`src/rtl/seq_arith_pkg.sv`:
```
// Shared types for the sequential arithmetic unit: opcode and FSM state encodings.
// Also holds the helper that sizes the multiply iteration counter.
package seq_arith_pkg;

   typedef enum logic [1:0] {
      OP_ADD  = 2'b00,
      OP_SUB  = 2'b01,
      OP_MUL  = 2'b10,
      OP_RSVD = 2'b11
   } op_e;

   typedef enum logic [1:0] {
      IDLE = 2'b00,
      CALC = 2'b01,
      MUL  = 2'b10,
      DONE = 2'b11
   } state_e;

   function automatic int cnt_width(input int w);
      return (w > 1) ? $clog2(w) : 1;
   endfunction

endpackage

```
`src/rtl/seq_arith_mul_core.sv`:
```
// Iterative shift-add unsigned multiplier; one partial product per cycle, WIDTH cycles fixed.
// product is valid combinationally in the cycle where done is high.
module seq_arith_mul_core
   import seq_arith_pkg::*;
#(
   parameter int WIDTH = 4
) (
   input  logic                 clk,
   input  logic                 rst,
   input  logic                 start,
   input  logic [WIDTH-1:0]     a,
   input  logic [WIDTH-1:0]     b,
   output logic                 done,
   output logic [2*WIDTH-1:0]   product
);

   localparam int CW = cnt_width(WIDTH);
   localparam logic [CW-1:0] LAST = CW'(WIDTH - 1);

   logic [2*WIDTH-1:0] r_a_shift;
   logic [2*WIDTH-1:0] r_acc;
   logic [WIDTH-1:0]   r_b_shift;
   logic [CW-1:0]      r_cnt;
   logic               r_busy;
   logic [2*WIDTH-1:0] w_acc_next;

   assign w_acc_next = r_b_shift[0] ? (r_acc + r_a_shift) : r_acc;
   assign done       = r_busy && (r_cnt == LAST);
   // The final partial product is folded in here so the top can capture it on the done edge.
   assign product    = w_acc_next;

   always_ff @(posedge clk or posedge rst) begin
      if (rst) begin
         r_a_shift <= '0;
         r_b_shift <= '0;
         r_acc     <= '0;
         r_cnt     <= '0;
         r_busy    <= 1'b0;
      end else if (start) begin
         r_a_shift <= {{WIDTH{1'b0}}, a};
         r_b_shift <= b;
         r_acc     <= '0;
         r_cnt     <= '0;
         r_busy    <= 1'b1;
      end else if (r_busy) begin
         r_acc     <= w_acc_next;
         r_a_shift <= r_a_shift << 1;
         r_b_shift <= r_b_shift >> 1;
         if (r_cnt == LAST) begin
            r_busy <= 1'b0;
         end else begin
            r_cnt <= r_cnt + CW'(1);
         end
      end
   end

endmodule

```
`src/rtl/seq_arith_unit.sv`:
```
// Multi-cycle add/sub/mul unit with valid/ready handshakes on operands and result.
// One operation in flight; the result is held in DONE until the consumer takes it.
//
//   state | meaning
//   IDLE  | in_ready high, waiting for an operand pair
//   CALC  | single-cycle add/sub/reserved result into y
//   MUL   | shift-add multiply running in the mul core
//   DONE  | out_valid high, y/err held until out_ready
module seq_arith_unit
   import seq_arith_pkg::*;
#(
   parameter int WIDTH = 4
) (
   input  logic                 clk,
   input  logic                 rst,
   input  logic                 in_valid,
   output logic                 in_ready,
   input  logic [1:0]           op,
   input  logic [WIDTH-1:0]     a,
   input  logic [WIDTH-1:0]     b,
   output logic                 out_valid,
   input  logic                 out_ready,
   output logic [2*WIDTH-1:0]   y,
   output logic                 err
);

   state_e             r_state;
   op_e                r_op;
   logic [WIDTH-1:0]   r_a;
   logic [WIDTH-1:0]   r_b;
   logic [2*WIDTH-1:0] r_y;
   logic               r_err;

   logic               w_accept;
   logic               w_mul_start;
   logic               w_mul_done;
   logic [2*WIDTH-1:0] w_product;
   logic [2*WIDTH-1:0] w_a_ext;
   logic [2*WIDTH-1:0] w_b_ext;

   assign in_ready    = (r_state == IDLE);
   assign out_valid   = (r_state == DONE);
   assign y           = r_y;
   assign err         = r_err;
   assign w_accept    = in_ready && in_valid;
   assign w_mul_start = w_accept && (op_e'(op) == OP_MUL);
   assign w_a_ext     = {{WIDTH{1'b0}}, r_a};
   assign w_b_ext     = {{WIDTH{1'b0}}, r_b};

   seq_arith_mul_core #(
      .WIDTH (WIDTH)
   ) u_mul_core (
      .clk     (clk),
      .rst     (rst),
      .start   (w_mul_start),
      .a       (a),
      .b       (b),
      .done    (w_mul_done),
      .product (w_product)
   );

   always_ff @(posedge clk or posedge rst) begin
      if (rst) begin
         r_state <= IDLE;
         r_op    <= OP_ADD;
         r_a     <= '0;
         r_b     <= '0;
         r_y     <= '0;
         r_err   <= 1'b0;
      end else begin
         case (r_state)
            IDLE: begin
               if (in_valid) begin
                  r_a     <= a;
                  r_b     <= b;
                  r_op    <= op_e'(op);
                  r_err   <= 1'b0;
                  r_state <= (op_e'(op) == OP_MUL) ? MUL : CALC;
               end
            end
            CALC: begin
               case (r_op)
                  OP_ADD:  r_y <= w_a_ext + w_b_ext;
                  OP_SUB:  r_y <= w_a_ext - w_b_ext;
                  default: begin
                     r_y   <= '0;
                     r_err <= 1'b1;
                  end
               endcase
               r_state <= DONE;
            end
            MUL: begin
               if (w_mul_done) begin
                  r_y     <= w_product;
                  r_state <= DONE;
               end
            end
            DONE: begin
               if (out_ready) begin
                  r_state <= IDLE;
               end
            end
            default: r_state <= IDLE;
         endcase
      end
   end

endmodule

```
`config.mk`:
```
export PLATFORM = sky130hd
export DESIGN_NAME = seq_arith_unit
export DESIGN_NICKNAME = d
export VERILOG_FILES = /design/src/rtl/seq_arith_pkg.sv /design/src/rtl/seq_arith_mul_core.sv /design/src/rtl/seq_arith_unit.sv
export SDC_FILE = /design/constraint.sdc
export NUM_CORES = 1
export LEC_CHECK = 0
export BUFFER_PORTS_ARGS = -buffer_cell sky130_fd_sc_hd__buf_2
export CAP_MARGIN = 20
export CORE_ASPECT_RATIO = 1.1
export CORE_UTILIZATION = 50
export CTS_CLUSTER_SIZE = 25
export DETAILED_ROUTE_END_ITERATION = 6
export GPL_ROUTABILITY_DRIVEN = 1
export PLACE_DENSITY_LB_ADDON = 0.08
export SYNTH_ARGS = -nofsm -noshare
export SYNTH_HDL_FRONTEND = slang
export SYNTH_SLANG_ARGS = --single-unit
```
`constraint.sdc`:
```
create_clock -name clk -period 2.4 [get_ports clk]
set_input_delay 0.12 -clock clk [delete_from_list [all_inputs] [get_ports clk]]
set_output_delay 0.12 -clock clk [all_outputs]
set_load 0.02 [all_outputs]
```
==> metrics.md, run 1 <==
| Metric | Value |
|---|---|
| H-tree depth | 2 |
| Distinct cells, synth | 46 |
| Setup TNS | 0 ns |
| Clk sink count | 44 |
| Pint | 0.00239 W |
| P_sw | 0.00195 W |
| Antenna Nets Post-Route | 0 |
| DR vias | 2,028 |
| WL/cell | 15.1 um |
| Critical setup path kind | flop to flop |
| Nets | 335 |
| Dpl ws | 0.390 ns |
| Hold buffers post-CTS | 0 |
| Switching part of the total | 45.0% |
| Gpl congestion | 0.829 |
| Area delta synth->final | 10.4% |
| Final min period | 2.02 ns |
| Full die area | 5700 um2 |
| Status | finished, final reports clean |
| RSZ-0062 raised after global routing | false |
| Row cnt | 27 |
| Post-layout util | 58.5% |
| Max layer used | met4 |
| Syn nets | 309 |
| CP Max Fanout | 4 |
| Ys flop type | dfrtp_1 |
| Wire length on met1 | 2.75 mm |
| Clock Tree Root | clkbuf_8 |
| Worst Slack Setup Final | 0.378 ns |
| Startpoint types | flop |
| Slew @ Worst Pin | 0.933 ns |
| Max_cap viols | 0 |
| Grt total ovfl | 0 |
| Critical Path RT | 2.62 ns |
| Final Setup Violations | 0 |
| PwrDens | 1460 nW/um2 |
| Initial DRT Pass Iterations | 4 |
| Port bufs | 24 |
| R2R setup slack | 0.38 ns |
| Total Power | 0.00434 W |
| Routed met3 length | 160 um |
| Final Hold Fails | 0 |
| Post-DR vias/cell | 5.50 |
| Synth Instances | 271 |
| Largest net degree at the start of global routing | 45 |
| Setup bufs post-CTS | 0 |
| Gr usage total | 22.2% |
| Hold WC Path Type | input pin to async pin |
| Initial Util | 53.0% |
| CTS buffer count | 5 |
| Slew headroom | 37.7% |
| TritonCTS clock tree | done |
| Routed length on met2 | 2.62 mm |
| Leakage | 1.39 nW |
| Flop pwr share | 33.7% |
| Post-synth EDFFs | 0 |
| Initial antenna violation count | 0 |
| Synth Register Bits | 44 |
| Clk buf depth | 2 |
| Footprint of the multi-input gates | 1490 um2 |
| HPWL Detailed | 4.20 mm |
| Post-DP Area | 2900 um2 |
| Antenna diodes | 0 |
| Number of global-route vias before repair | 2,035 |
| Sequential area share after synthesis | 40.7% |
| Fin. max-slew vios | 0 |
| Logic pwr share | 55.9% |
| Final instance area | 2980 um2 |
| FILL cells | 476 |
| Worst skew pair latency | 0.30 ns |
| First-iteration detailed-routing DRC count | 64 |
| Peak VDD IR | 0.637 mV |
| FFs w/ async S/R, synth | 100% |
| Area of the core | 5100 um2 |
| First-pass GRT wire length | 9.69 mm |
| Synthesized area per cell | 9.97 um2 |
| Mapped Area | 2700 um2 |
| Post-Route WL | 5.58 mm |
| Arrival time worst endpoint | 2.24 ns |
| Io pins | 25 |
| Clk slew on worst S/H paths | 0.09 ns |
| Max Fclk | 0.494 GHz |
| Die height | 79.1 um |
| Cells resized by post-CTS repair | 0 |
| Register Area | 1100 um2 |
| Final period util | 84.3% |
| CP endpoint kind | flop |
| Die width | 72.1 um |
| Yosys warning total | 0 |
| Clk_skew | 0.00555 ns |
| Drt drc | 0 |
| Layout cells sized above 1 | 20.2% |
| Clock power frac | 10.4% |
## state kept, by name, summed over array words and instances (netlist names), 2 cells and up
signal                flops
r_b                       4
r_op                      2
u_mul_core.r_cnt          2
u_mul_core.r_acc          8
r_state                   2
u_mul_core.r_a_shift      8
r_a                       4
y                         8
u_mul_core.r_b_shift      4
## kinds of logic after synthesis
group,share of synthesized area [%]
simple gates,12.4
compound gates,16.8
flops,40.7
mux,11.7
buf+inv,4.17
fa+ha+maj,11.9
xor+xnor,2.27
## per-layer routing
layer	up-vias	GRT usage [%]
li1	1014	-
met1	975	30.5
met2	35	36.0
met3	4	3.93
met4	0	5.88
met5	-	0
## worst paths after layout
check,startpoint,endpoint,cells past startpoint
hold / removal,rst,r_state[0]$_DFFE_PP0P_,2
hold reg to reg,y[2]$_DFFE_PP0P_,y[2]$_DFFE_PP0P_,1
setup / recovery,u_mul_core.r_acc[0]$_DFFE_PP0P_,y[6]$_DFFE_PP0P_,6
min in group clk,b[2],u_mul_core.r_b_shift[2]$_DFFE_PP0P_,3
setup reg to reg,u_mul_core.r_acc[0]$_DFFE_PP0P_,y[6]$_DFFE_PP0P_,6
max in group asynchronous,rst,r_a[1]$_DFFE_PP0P_,2
## stage by stage
| stage | hold slack, ns | cells |
|---|---|---|
| after floorplan | 0.237 | 271 |
| after global placement | 0.344 | 362 |
| after detailed placement | 0.347 | 362 |
| after CTS | 0.0326 | 369 |
| after global routing | 0.0363 | 369 |
| final | 0.0238 | 369 |
## power by group through the flow
| stage | clock network (W) | logic, W | registers, W |
|---|---|---|---|
| 2_1_floorplan | 0 | 0.00189 | 0.00143 |
| 3_3_place_gp | 0 | 0.00239 | 0.00146 |
| 3_5_place_dp | 0 | 0.00243 | 0.00147 |
| 4_1_cts | 0.000471 | 0.00244 | 0.00146 |
| 5_1_grt | 0.000495 | 0.00273 | 0.00151 |
| 6_report | 0.000452 | 0.00243 | 0.00146 |
## cells in the mapped netlist, drive strengths merged, types with 2 or more instances
cell type,instances,area [um2]
a32oi,2,17.5
xnor2,4,35.0
inv,15,56.3
buf,11,56.3
nor2b,2,12.5
a31oi,3,18.8
nand2,22,82.6
nand3,6,30.0
fa,3,60.1
ha,21,263
nor2,21,78.8
a21o,4,30.0
and3,3,20.0
dfrtp,44,1100
nand2b,7,43.8
nand3b,2,15.0
a211oi,4,45.1
o211ai,5,42.5
mux2i,17,170
mux2,13,146
a22oi,2,15.0
xor2,3,26.3
o21ai,17,88.8
nor3,6,30.0
a21oi,22,114
## cell type report
cell class                      count  share of cell area (%)
Timing Repair Buffer               30                    5.54
Inverter                           15                    1.89
Clock inverter                      2                   0.419
Clock buffer                        5                    2.31
Sequential cell                    44                    36.9
Tap cell                           72                    3.02
Multi-Input combinational cell    201                    49.9
## critical path, stage by stage, from the launching register on
cell and delay (ns):
dfrtp_1 0.40, ha_1 0.25, fa_1 0.44, a21oi_1 0.18, o21ai_2 0.10, o311a_1 0.35
a211oi_2 0.21
## cell usage in the layout, fill, tap and decap left out, drive strengths merged, types with 2 or more instances in the layout
cell / n
a31oi: 3
clkbuf: 5
and3: 3
buf: 30
nor2: 21
nand3b: 2
nand2b: 7
a21o: 4
a22oi: 2
nand3: 6
xnor2: 4
dfrtp: 44
a211oi: 4
a32oi: 2
nor2b: 2
mux2: 13
a21oi: 22
nor3: 6
inv: 15
fa: 3
mux2i: 17
o211ai: 5
ha: 21
o21ai: 17
xor2: 3
nand2: 22
Power figures use the tool's default switching activity.
==> run 2: changes to the inputs <==
Settings changed: ABC_AREA from default to 1.
Clock period 2.4 ns to 1.7 ns, I/O delays scaled along.
==> run 2 against run 1 <==
  * Fmax grew 16%
  * Sequential cell count is the same
  * Setup slack lost 0.42 ns
  * Non-clock buffer count grew 14
  * Hold slack gained 0.00070 ns
  * Total power grew 48%
  * The run now ends with setup timing left
  * First-iteration DRC count grew 77%
  * Sequential share of layout area shrank 3.2 points
  * Global-route usage grew 2.5 points
  * Combinational power grew 53%
  * Count of clock-buffer cells in the layout grew 1
  * Routed wire length grew 12%
==> metrics.md, run 2 <==
| Metric | Value |
|---|---|
| Post-synth EDFFs | 0 |
| Gpl congestion | 0.842 |
| Post-synthesis mux area share | 0% |
| Clk_skew | 0.00468 ns |
| Xor/xnor share of the synthesized area | 0.982% |
| Pint | 0.00350 W |
| First-pass GRT wire length | 10.6 mm |
| Critical setup path kind | flop to flop |
| Area of the core | 5070 um2 |
| Most common cell in the netlist | nand2_1 |
| Final period util | 102% |
| RSZ-0062 raised after global routing | true |
| Largest family of logic cells by synthesized area | simple AND/OR/NAND/NOR gates |
| CP endpoint kind | flop |
| Max_cap viols | 0 |
| Number of global-route vias before repair | 2,272 |
| Flop pwr share | 29.6% |
| GR met3 Demand/Resource | 4.31% |
| Clock Tree Root | clkbuf_8 |
| Logic pwr share | 58.2% |
| WP buf/inv | 0 |
| Clk sink count | 44 |
| Worst Slack Setup Final | -0.0421 ns |
| Dpl ws | -0.0715 ns |
| Status | complete, but fails checks |
| Synth top cells by count | 82 x nand2_1, 44 x dfrtp_1, 42 x inv_1 |
| Fin. max-slew vios | 0 |
| Io pins | 25 |
| Die width | 71.8 um |
| Dominant cells by area after synthesis | dfrtp_1 41%, nand2_1 12%, ha_1 9.8% |
| Leakage | 1.63 nW |
| Switching part of the total | 45.5% |
| Initial DRT Pass Iterations | 4 |
| CP max stage cell | fa_2 |
| H-tree depth | 2 |
| Area delta synth->final | 22.0% |
| Delay-heaviest family, CP | adder cells |
| P_sw | 0.00292 W |
| Antenna diodes | 0 |
| Nets | 411 |
| Final Setup Violations | 3 |
| Yosys warning total | 0 |
| CP Max Fanout | 3 |
| Largest net degree at the start of global routing | 30 |
| Post-Route WL | 6.25 mm |
| Crit-path cells | ha_2 > fa_2 > nand2_2 > nand2_2 > nand3b_1 > nand2_1 > nand2_1 > nand3_2 > nand3_2 > o21ai_2 |
| Peak VDD IR | 1.07 mV |
| Full die area | 5650 um2 |
| Initial Util | 52.8% |
| Arrival time worst endpoint | 1.93 ns |
| Die height | 78.7 um |
| Critical Path RT | 1.89 ns |
| Grt total ovfl | 0 |
| Commonest non-fill, non-tap cell in the layout | nand2_1 |
| Final Hold Fails | 0 |
| Final min period | 1.74 ns |
| DR vias | 2,287 |
| Layout cells sized above 1 | 27.0% |
| Total Power | 0.00641 W |
| Distinct cells, synth | 38 |
| Fraction of the mapped netlist area in compound gates | 13.6% |
| Layout Cells excl Fill | 432 |
| Worst skew pair latency | 0.29 ns |
| Port bufs | 24 |
| TritonCTS clock tree | done |
| Clk slew on worst S/H paths | 0.08 ns |
| Clk buf depth | 2 |
| Ys flop type | dfrtp_1 |
| Placed cells | 419 |
| Setup TNS | -0.118 ns |
| Cell taking the most area after synthesis | dfrtp_1 |
| Synth top area share | 41.1% |
| FFs w/ async S/R, synth | 100% |
| Met2 usage | 41.3% |
| Most crowded layer after global routing | met2 |
| Post-layout util | 64.4% |
| Slew headroom | 57.3% |
| CTS buffer count | 5 |
| Hold WC Path Type | input pin to flop |
| Mapped Area | 2680 um2 |
| Syn nets | 364 |
| Antenna Nets Post-Route | 0 |
| Post-synthesis adder-cell area fraction | 12.1% |
| Synth Register Bits | 44 |
| Startpoint types | flop |
| Clock power frac | 12.2% |
| Synth Instances | 326 |
| Synthesized area per cell | 8.21 um2 |
| First-iteration detailed-routing DRC count | 113 |
| Sequential area share after synthesis | 41.1% |
| Drt drc | 0 |
| Met1 Use GR | 31.9% |
| PwrDens | 1960 nW/um2 |
| HPWL Detailed | 4.66 mm |
| Post-DR vias/cell | 5.29 |
| Failing checks | setup timing |
| Crit path largest cell delay | 0.41 ns |
| Slew @ Worst Pin | 0.637 ns |
| Row cnt | 27 |
| Synth Area in Simple Gates | 24.2% |
| Max Fclk | 0.574 GHz |
| Gr usage total | 24.7% |
| WL/cell | 14.5 um |
| Commonest non-fill, non-tap cells in the layout | 80 x nand2_1, 43 x dfrtp_1, 37 x inv_1 |
| Initial antenna violation count | 0 |
## run 2: final cells by class
type | count | area [um2]
fillers | 434 | 1800
repair buffers | 44 | 310
multi-input cells | 229 | 1480
clock buffers | 6 | 72.6
inverters | 49 | 191
well taps | 58 | 72.6
clock inverters | 2 | 35.0
flip-flops and latches | 44 | 1100
## run 2: metal layers
layer  routed length (um)  vias to the layer above
met3                  208                       11
met1                 2840                     1065
met2                 3080                       49
met4                  116                        0
met5                    0                        -
li1                     -                     1162
## run 2: worst min-delay path, delay by kind of cell
family / cells / cell delay [ns]
buf+inv: 1 / 0.09
compound gates: 1 / 0.06
simple gates: 1 / 0.05
## run 2: stage by stage
stage | hold WS, ns | area, um2
final | 0.0245 | 3270
after floorplan | 0.195 | 2680
after global routing | 0.0219 | 3270
after CTS | 0.0151 | 3120
after global placement | 0.117 | 2990
after detailed placement | 0.111 | 2990
## run 2: kinds of logic after synthesis
logic type | count (synthesis)
simple gates | 144
xor+xnor | 3
buf+inv | 53
fa+ha+maj | 24
flops | 44
compound gates | 58
## run 2: worst paths after layout
path	slack (ns)	endpoint	startpoint	depth (start not counted)
setup / recovery	-0.04	u_mul_core.r_acc[6]$_DFFE_PP0P_	u_mul_core.r_a_shift[0]$_DFFE_PP0P_	10
hold / removal	0.02	r_op[0]$_DFFE_PP0P_	op[0]	3
setup reg to reg	-0.04	u_mul_core.r_acc[6]$_DFFE_PP0P_	u_mul_core.r_a_shift[0]$_DFFE_PP0P_	10
hold reg to reg	0.48	y[0]$_DFFE_PP0P_	y[0]$_DFFE_PP0P_	2
max in group asynchronous	0.83	u_mul_core.r_a_shift[1]$_DFFE_PP0P_	rst	4
min in group asynchronous	0.34	y[0]$_DFFE_PP0P_	rst	3
## run 2: power by group through the flow
stage | Combinational, W | Clock, W | Sequential (W)
finish | 0.00373 | 0.000783 | 0.00190
global route | 0.00423 | 0.000852 | 0.00196
CTS | 0.00342 | 0.000801 | 0.00186
detailed placement | 0.00340 | 0 | 0.00187
global placement | 0.00333 | 0 | 0.00186
floorplan | 0.00233 | 0 | 0.00192
## run 2: timing repair
item	in CTS	in global routing
gates resized for setup	2	33
setup endpoints to repair	4	18
pin swaps	0	10
hold buffers	1	0
setup buffers	1	3
hold endpoints to repair	15	0
